`src/rtl/lsu_ctrl_if.sv`:
```
// Data-memory bus between the load/store controller (master) and data memory (slave).
// Handshake: mem_req is the valid and mem_ack the completion. The payload (mem_we, mem_addr,
// mem_wdata, mem_wstrb) holds steady from the rise of mem_req through the ack cycle inclusive.
// mem_rdata is sampled in the ack cycle, mem_ack is ignored while mem_req=0, and mem_req
// drops in the cycle after ack.
interface lsu_ctrl_if #(
    parameter int ADDRESS = 32,
    parameter int DATA    = 32
);
    logic                mem_req;
    logic                mem_we;
    logic [ADDRESS-1:0]  mem_addr;
    logic [DATA-1:0]     mem_wdata;
    logic [DATA/8-1:0]   mem_wstrb;
    logic [DATA-1:0]     mem_rdata;
    logic                mem_ack;

    modport master (
        output mem_req, mem_we, mem_addr, mem_wdata, mem_wstrb,
        input  mem_rdata, mem_ack
    );

    modport slave (
        input  mem_req, mem_we, mem_addr, mem_wdata, mem_wstrb,
        output mem_rdata, mem_ack
    );
endinterface

```
`src/rtl/lsu_ctrl.sv`:
```
// RV32I load/store controller: a 2-entry store buffer drained ahead of loads, a request/ack
// load FSM, lane steering, sign/zero extension and alignment checks. All outputs are registered.
module lsu_ctrl #(
    parameter int ADDRESS = 32,
    parameter int DATA    = 32
) (
    input  logic               clk,
    input  logic               rst,
    input  logic               load,
    input  logic               store,
    input  logic [2:0]         funct3,
    input  logic [ADDRESS-1:0] addr,
    input  logic [DATA-1:0]    store_data,
    output logic               DM_valid,
    output logic [DATA-1:0]    load_data,
    output logic               access_fault,
    output logic               sb_full,
    output logic               sb_overflow,
    output logic [1:0]         state_dbg,
    lsu_ctrl_if.master         mem
);
    localparam int LANES = DATA / 8;

    typedef enum logic [1:0] {IDLE, ST_REQ, LD_REQ, LD_DONE} state_t;
    state_t state, state_n;

    logic [ADDRESS-1:0] q_addr  [2];
    logic [DATA-1:0]    q_wdata [2];
    logic [LANES-1:0]   q_wstrb [2];
    logic               rd_ptr, wr_ptr;
    logic [1:0]         count, count_n;
    logic [2:0]         ld_f3;
    logic [1:0]         ld_lo;

    logic               ld_ok, st_ok, pop, push, drop;
    logic [ADDRESS-1:0] word_addr;
    logic [DATA-1:0]    st_wdata, ld_ext;
    logic [LANES-1:0]   st_wstrb;
    logic [7:0]         ld_byte;
    logic [15:0]        ld_half;

    assign state_dbg = state;
    assign word_addr = {addr[ADDRESS-1:2], 2'b00};

    // BU/HU exist only for loads, so they are legal loads but illegal stores.
    always_comb begin
        ld_ok = 1'b0;
        st_ok = 1'b0;
        case (funct3)
            3'b000:  begin ld_ok = 1'b1; st_ok = 1'b1; end
            3'b100:  ld_ok = 1'b1;
            3'b001:  begin ld_ok = ~addr[0]; st_ok = ~addr[0]; end
            3'b101:  ld_ok = ~addr[0];
            3'b010:  begin ld_ok = (addr[1:0] == 2'b00); st_ok = (addr[1:0] == 2'b00); end
            default: ;
        endcase
    end

    always_comb begin
        st_wdata = store_data;
        st_wstrb = '1;
        case (funct3[1:0])
            2'b00: begin
                st_wdata = {LANES{store_data[7:0]}};
                st_wstrb = LANES'(1) << addr[1:0];
            end
            2'b01: begin
                st_wdata = {(LANES/2){store_data[15:0]}};
                st_wstrb = addr[1] ? 4'b1100 : 4'b0011;
            end
            default: ;
        endcase
    end

    always_comb begin
        ld_byte = mem.mem_rdata[{ld_lo, 3'b000} +: 8];
        ld_half = ld_lo[1] ? mem.mem_rdata[31:16] : mem.mem_rdata[15:0];
        case (ld_f3)
            3'b000:  ld_ext = {{(DATA-8){ld_byte[7]}}, ld_byte};
            3'b100:  ld_ext = {{(DATA-8){1'b0}}, ld_byte};
            3'b001:  ld_ext = {{(DATA-16){ld_half[15]}}, ld_half};
            3'b101:  ld_ext = {{(DATA-16){1'b0}}, ld_half};
            default: ld_ext = mem.mem_rdata;
        endcase
    end

    // A full buffer still accepts a store in the cycle its head is acked.
    assign pop     = (state == ST_REQ) && mem.mem_ack;
    assign push    = store && st_ok && ((count != 2'd2) || pop);
    assign drop    = store && st_ok && (count == 2'd2) && !pop;
    assign count_n = count + {1'b0, push} - {1'b0, pop};

    always_comb begin
        state_n = state;
        case (state)
            IDLE: begin
                if (count != 2'd0)   state_n = ST_REQ;
                else if (load && ld_ok) state_n = LD_REQ;
                else if (load)       state_n = LD_DONE;
            end
            ST_REQ:  if (mem.mem_ack) state_n = IDLE;
            LD_REQ:  if (mem.mem_ack) state_n = LD_DONE;
            LD_DONE: state_n = IDLE;
            default: state_n = IDLE;
        endcase
    end

    always_ff @(posedge clk) begin
        if (rst) state <= IDLE;
        else     state <= state_n;
    end

    always_ff @(posedge clk) begin
        if (push) begin
            q_addr[wr_ptr]  <= word_addr;
            q_wdata[wr_ptr] <= st_wdata;
            q_wstrb[wr_ptr] <= st_wstrb;
        end
    end

    always_ff @(posedge clk) begin
        if (rst) begin
            rd_ptr        <= 1'b0;
            wr_ptr        <= 1'b0;
            count         <= 2'd0;
            sb_full       <= 1'b0;
            sb_overflow   <= 1'b0;
            ld_f3         <= 3'b000;
            ld_lo         <= 2'b00;
            DM_valid      <= 1'b0;
            load_data     <= '0;
            access_fault  <= 1'b0;
            mem.mem_req   <= 1'b0;
            mem.mem_we    <= 1'b0;
            mem.mem_addr  <= '0;
            mem.mem_wdata <= '0;
            mem.mem_wstrb <= '0;
        end else begin
            if (push) wr_ptr <= ~wr_ptr;
            if (pop)  rd_ptr <= ~rd_ptr;
            count       <= count_n;
            sb_full     <= (count_n == 2'd2);
            sb_overflow <= sb_overflow | drop;

            mem.mem_req  <= (state_n == ST_REQ) || (state_n == LD_REQ);
            mem.mem_we   <= (state_n == ST_REQ);
            DM_valid     <= (state_n == LD_DONE);
            access_fault <= (store && !st_ok) || ((state == IDLE) && (state_n == LD_DONE));

            // The head cannot change while ST_REQ waits, so reloading it keeps the bus stable.
            if (state_n == ST_REQ) begin
                mem.mem_addr  <= q_addr[rd_ptr];
                mem.mem_wdata <= q_wdata[rd_ptr];
                mem.mem_wstrb <= q_wstrb[rd_ptr];
            end else if ((state == IDLE) && (state_n == LD_REQ)) begin
                mem.mem_addr  <= word_addr;
                mem.mem_wstrb <= '0;
                ld_f3         <= funct3;
                ld_lo         <= addr[1:0];
            end

            if ((state == LD_REQ) && mem.mem_ack)
                load_data <= ld_ext;
            else if ((state == IDLE) && (state_n == LD_DONE))
                load_data <= '0;
        end
    end
endmodule

```
`src/flat_wrapper.sv`:
```
// flat-port wrapper written by rule: the top's interface ports become plain ports
module lsu_ctrl_flat 
#(
    parameter int ADDRESS = 32,
    parameter int DATA    = 32
)
  (clk, rst, load, store, funct3, addr, store_data, DM_valid, load_data, access_fault, sb_full, sb_overflow, state_dbg, mem_mem_req, mem_mem_we, mem_mem_addr, mem_mem_wdata, mem_mem_wstrb, mem_mem_rdata, mem_mem_ack);
  lsu_ctrl_if #(.ADDRESS(ADDRESS), .DATA(DATA)) mem_i ();
  input  logic clk;
  input  logic rst;
  input  logic load;
  input  logic store;
  input  logic [2:0] funct3;
  input  logic [ADDRESS-1:0] addr;
  input  logic [DATA-1:0] store_data;
  output logic DM_valid;
  output logic [DATA-1:0] load_data;
  output logic access_fault;
  output logic sb_full;
  output logic sb_overflow;
  output logic [1:0] state_dbg;
  output wire logic [$bits(mem_i.mem_req)-1:0] mem_mem_req;
  output wire logic [$bits(mem_i.mem_we)-1:0] mem_mem_we;
  output wire logic [$bits(mem_i.mem_addr)-1:0] mem_mem_addr;
  output wire logic [$bits(mem_i.mem_wdata)-1:0] mem_mem_wdata;
  output wire logic [$bits(mem_i.mem_wstrb)-1:0] mem_mem_wstrb;
  input wire logic [$bits(mem_i.mem_rdata)-1:0] mem_mem_rdata;
  input wire logic [$bits(mem_i.mem_ack)-1:0] mem_mem_ack;
  assign mem_mem_req = mem_i.mem_req;
  assign mem_mem_we = mem_i.mem_we;
  assign mem_mem_addr = mem_i.mem_addr;
  assign mem_mem_wdata = mem_i.mem_wdata;
  assign mem_mem_wstrb = mem_i.mem_wstrb;
  assign mem_i.mem_rdata = mem_mem_rdata;
  assign mem_i.mem_ack = mem_mem_ack;
  lsu_ctrl #(.ADDRESS(ADDRESS), .DATA(DATA)) u_core (.clk(clk), .rst(rst), .load(load), .store(store), .funct3(funct3), .addr(addr), .store_data(store_data), .DM_valid(DM_valid), .load_data(load_data), .access_fault(access_fault), .sb_full(sb_full), .sb_overflow(sb_overflow), .state_dbg(state_dbg), .mem(mem_i));
endmodule
```
`config.mk`:
```
export PLATFORM = sky130hd
export DESIGN_NAME = lsu_ctrl_flat
export DESIGN_NICKNAME = d
export VERILOG_FILES = /design/src/rtl/lsu_ctrl_if.sv /design/src/rtl/lsu_ctrl.sv /design/src/flat_wrapper.sv
export SDC_FILE = /design/constraint.sdc
export NUM_CORES = 1
export LEC_CHECK = 0
export CAP_MARGIN = 5
export CORE_MARGIN = 2
export CORE_UTILIZATION = 28
export CTS_CLUSTER_DIAMETER = 40
export DETAILED_ROUTE_END_ITERATION = 8
export SLEW_MARGIN = 5
export SYNTH_ARGS = -nofsm -noshare
export SYNTH_HDL_FRONTEND = slang
export SYNTH_SLANG_ARGS = --single-unit
```
`constraint.sdc`:
```
create_clock -name clk -period 5.8 [get_ports clk]
set_input_delay 1.16 -clock clk [delete_from_list [all_inputs] [get_ports clk]]
set_output_delay 1.16 -clock clk [all_outputs]
set_load 0.02 [all_outputs]
```
==> flow_metrics.py <==
metrics = {
    "global_routing": {
        "grt_pass1_vias": 6954,
        "grt_usage": 0.141,
        "grt_max_degree": 96,
        "antenna_found_initial": 2,
        "grt_pass1_wl_um": 39900,
        "grt.overflow.total": 0,
    },
    "critical_path": {
        "critPathLaunchType": "primary input",
        "critPathMaxFanout": 95,
        "crit_required_ns": 6.23,
        "critPathKind": "primary input to flop",
        "endpoint_kind": "flop",
        "cp.arrival_ns": 4.29,
    },
    "clocking": {
        "cts_hold_buffers": 0,
        "clock-root-buffer": "clkbuf_16",
        "cts_resized": 0,
        "clk_latency_ns": 0.52,
        "cts_tree": "yes",
        "cts_sinks": 248,
        "cts_buffers": 42,
        "htree_levels": 2,
        "clock_path_buffers": 3,
        "clk_pin_slew_ns": 0.05,
        "post_cts.repair.setup_buffers": 0,
    },
    "floorplan": {
        "core_area_mm2": 0.0347,
        "die_h_um": 192,
        "fp-row-count": 68,
        "die_w_um": 192,
        "start_util": 0.285,
        "io_pins": 212,
        "die-area_mm2": 0.0369,
    },
    "timing": {
        "finClkSkew_ns": 0.0164,
        "slew_violations": 0,
        "fmax_ghz": 0.259,
        "finalCriticalPeriod_ns": 3.87,
        "setup_viol": 0,
        "finalCritPeriodShare": 0.667,
        "slew-limit-headroom": 0.230,
        "setup_tns_ns": 0,
        "rsz0062_at_grt": "false",
        "worst_slew_pin_slew_ns": 1.15,
        "hold_viol": 0,
    },
    "yosys": {
        "syn_avg_cell_area_um2": 12.7,
        "yosysTopAreaCellShare": 0.400,
        "ys_async_sr_fraction": 0,
        "ys_warn_count": 0,
        "synth.distinct_cells": 53,
        "yosysSeqAreaShare": 0.635,
        "synth_flop_cell": "edfxtp_1",
        "synth_area_mm2": 0.00991,
        "synth_area_leader_cell": "edfxtp_1",
        "synth_enable_flop_cells": 132,
        "synth.top_cells.by_area": "edfxtp_1 (40%), dfxtp_1 (23%), mux2i_1 (7.7%), nand2_1 (2.8%), o211ai_1 (2.7%)",
        "netlist_instances": 783,
        "ys_ff_latch": 248,
    },
    "status": {
        "status": "finished clean",
    },
    "routing": {
        "drc_errors": 0,
        "drt_iter0_markers": 329,
        "ant_nets": 0,
        "drt-total-wl_um": 26700,
        "vias": 6967,
        "wl_met2_um": 12000,
        "wire_per_inst_um": 18.1,
        "top_layer": "met5",
        "met1Wirelength_um": 11600,
        "dr.pass1.iters": 4,
        "routed_via_density": 4.72,
        "dr_wl_met3_um": 2240,
    },
    "pwr": {
        "p_int_uw": 4330,
        "power_density_mw_per_mm2": 459,
        "p_leak_uw": 0.00468,
        "clkPwrFrac": 0.384,
        "p_sw_uw": 2000,
        "combPwrFrac": 0.260,
        "ir_drop_uv": 225,
        "seqPwrFrac": 0.355,
        "switching_share": 0.316,
    },
    "cells_and_area": {
        "layout_commonest_cell": "clkdlybuf4s50_1",
        "design_area_mm2": 0.0138,
        "fin_nets": 1095,
        "drive_above_1_share": 0.127,
        "layout_common_cells": "clkdlybuf4s50_1 (208), edfxtp_1 (132), dfxtp_1 (114), mux2i_1 (76), nand2_1 (75)",
        "fill_cells": 3340,
        "syn2layout_area_growth_pct": 39.4,
    },
    "worst_hold_path": {
        "hold_class": "flop to flop",
    },
    "placement": {
        "place_hpwl_um": 16900,
        "place_congestion": 0.824,
        "postPlaceCellArea_mm2": 0.0124,
        "port_buffers": 209,
    },
    "run": {
        "drv_cap": 0,
    },
}
==> final cells by class <==
class	count	area (um^2)	share of cell area
flip-flops and latches	248	6290	0.455
multi-input cells	461	3310	0.240
repair buffers	217	2160	0.157
clock buffers	48	1130	0.0822
well taps	455	569	0.0412
clock inverters	29	277	0.0200
inverters	16	60.1	0.00435
diodes	1	2.50	0.000181
==> final timing paths <==
kind,from,endpoint,slack (ns),cells past startpoint
max reg2reg,u_core.state_dbg[1],u_core.mem.mem_wdata[16],2.81,7
min,u_core.mem.mem_addr[15],u_core.mem.mem_addr[15],0.45,2
min reg2reg,u_core.mem.mem_addr[15],u_core.mem.mem_addr[15],0.45,2
max,funct3[0],u_core.mem.mem_wdata[16],1.93,10
==> metal layers <==
layer	GRT usage	vias to the layer above
met4	0.0549	4
li1	-	3345
met2	0.220	249
met3	0.0460	64
met1	0.183	3305
met5	0	-
==> registers in the layout, summed over array words and instances, names as in the netlist, 2 cells and up, named ones only <==
name / cells
u_core.mem.mem_addr: 30
u_core.count: 2
u_core.q_addr: 60
u_core.state_dbg: 2
u_core.q_wstrb: 8
u_core.ld_lo: 2
u_core.q_wdata: 64
u_core.mem.mem_wstrb: 4
u_core.mem.mem_wdata: 32
u_core.load_data: 32
u_core.ld_f3: 3
==> power by group through the flow <==
stage          clock [uW]  combinational (uW)  sequential [uW]
6_report             2430                1650             2250
5_1_grt              2570                1790             2280
4_1_cts              2510                1680             2250
3_5_place_dp            0                1670             2290
3_3_place_gp            0                1660             2280
2_1_floorplan           0                 761             2470
==> critical path: stages <==
cell,delay (ns)
clkdlybuf4s50_1,0.51
buf_4,0.27
o31a_1,0.15
o221ai_1,0.12
a31o_2,0.25
inv_1,0.12
ha_4,0.42
buf_4,0.84
nor2_1,0.12
a211oi_1,0.25
==> Yosys cell counts (2+ instances only) <==
master     count
o21bai_1       2
o32ai_1        7
and3b_1        2
buf_4          5
nand2b_1       4
buf_2         27
buf_1          8
a21o_1         3
nand2_1       75
edfxtp_1     132
mux2i_1       76
a211oi_1      32
nor3_1         3
a22o_1         7
o221ai_1       6
mux2_2        23
o211ai_1      35
o2bb2ai_1      7
a21oi_1       44
clkbuf_1      18
a22oi_1        4
nor3b_2        2
a31oi_1        2
nor2_1        61
nor2_2         3
inv_1         16
dfxtp_1      116
o21ai_0       11
nor2b_1        6
a221o_1       18
xnor2_1        2
ha_1           5
==> kinds of logic after synthesis <==
group,Yosys count,share of synthesized area
AND/OR/NAND/NOR,164,0.0776
buffers and inverters,75,0.0345
multiplexers,102,0.109
other,1,0.000379
AO/OA/AOI/OAI,185,0.135
flip-flops,248,0.635
adder cells (fa/ha/maj),5,0.00632
XOR/XNOR,3,0.00265
==> metrics by stage <==
stage                     total power (uW)   util  worst slack, ns  cells  hold slack, ns
after CTS                             6440  0.398             1.89   1474           0.452
after detailed placement              3950  0.357             1.34   1397           0.444
after global routing                  6640  0.398             1.66   1474           0.468
final                                 6330  0.398             1.93   1475           0.449
after floorplan                       3230      -            0.461    784           0.529
after global placement                3940  0.357             1.38   1397           0.439
(Power assumes the default switching activity.)
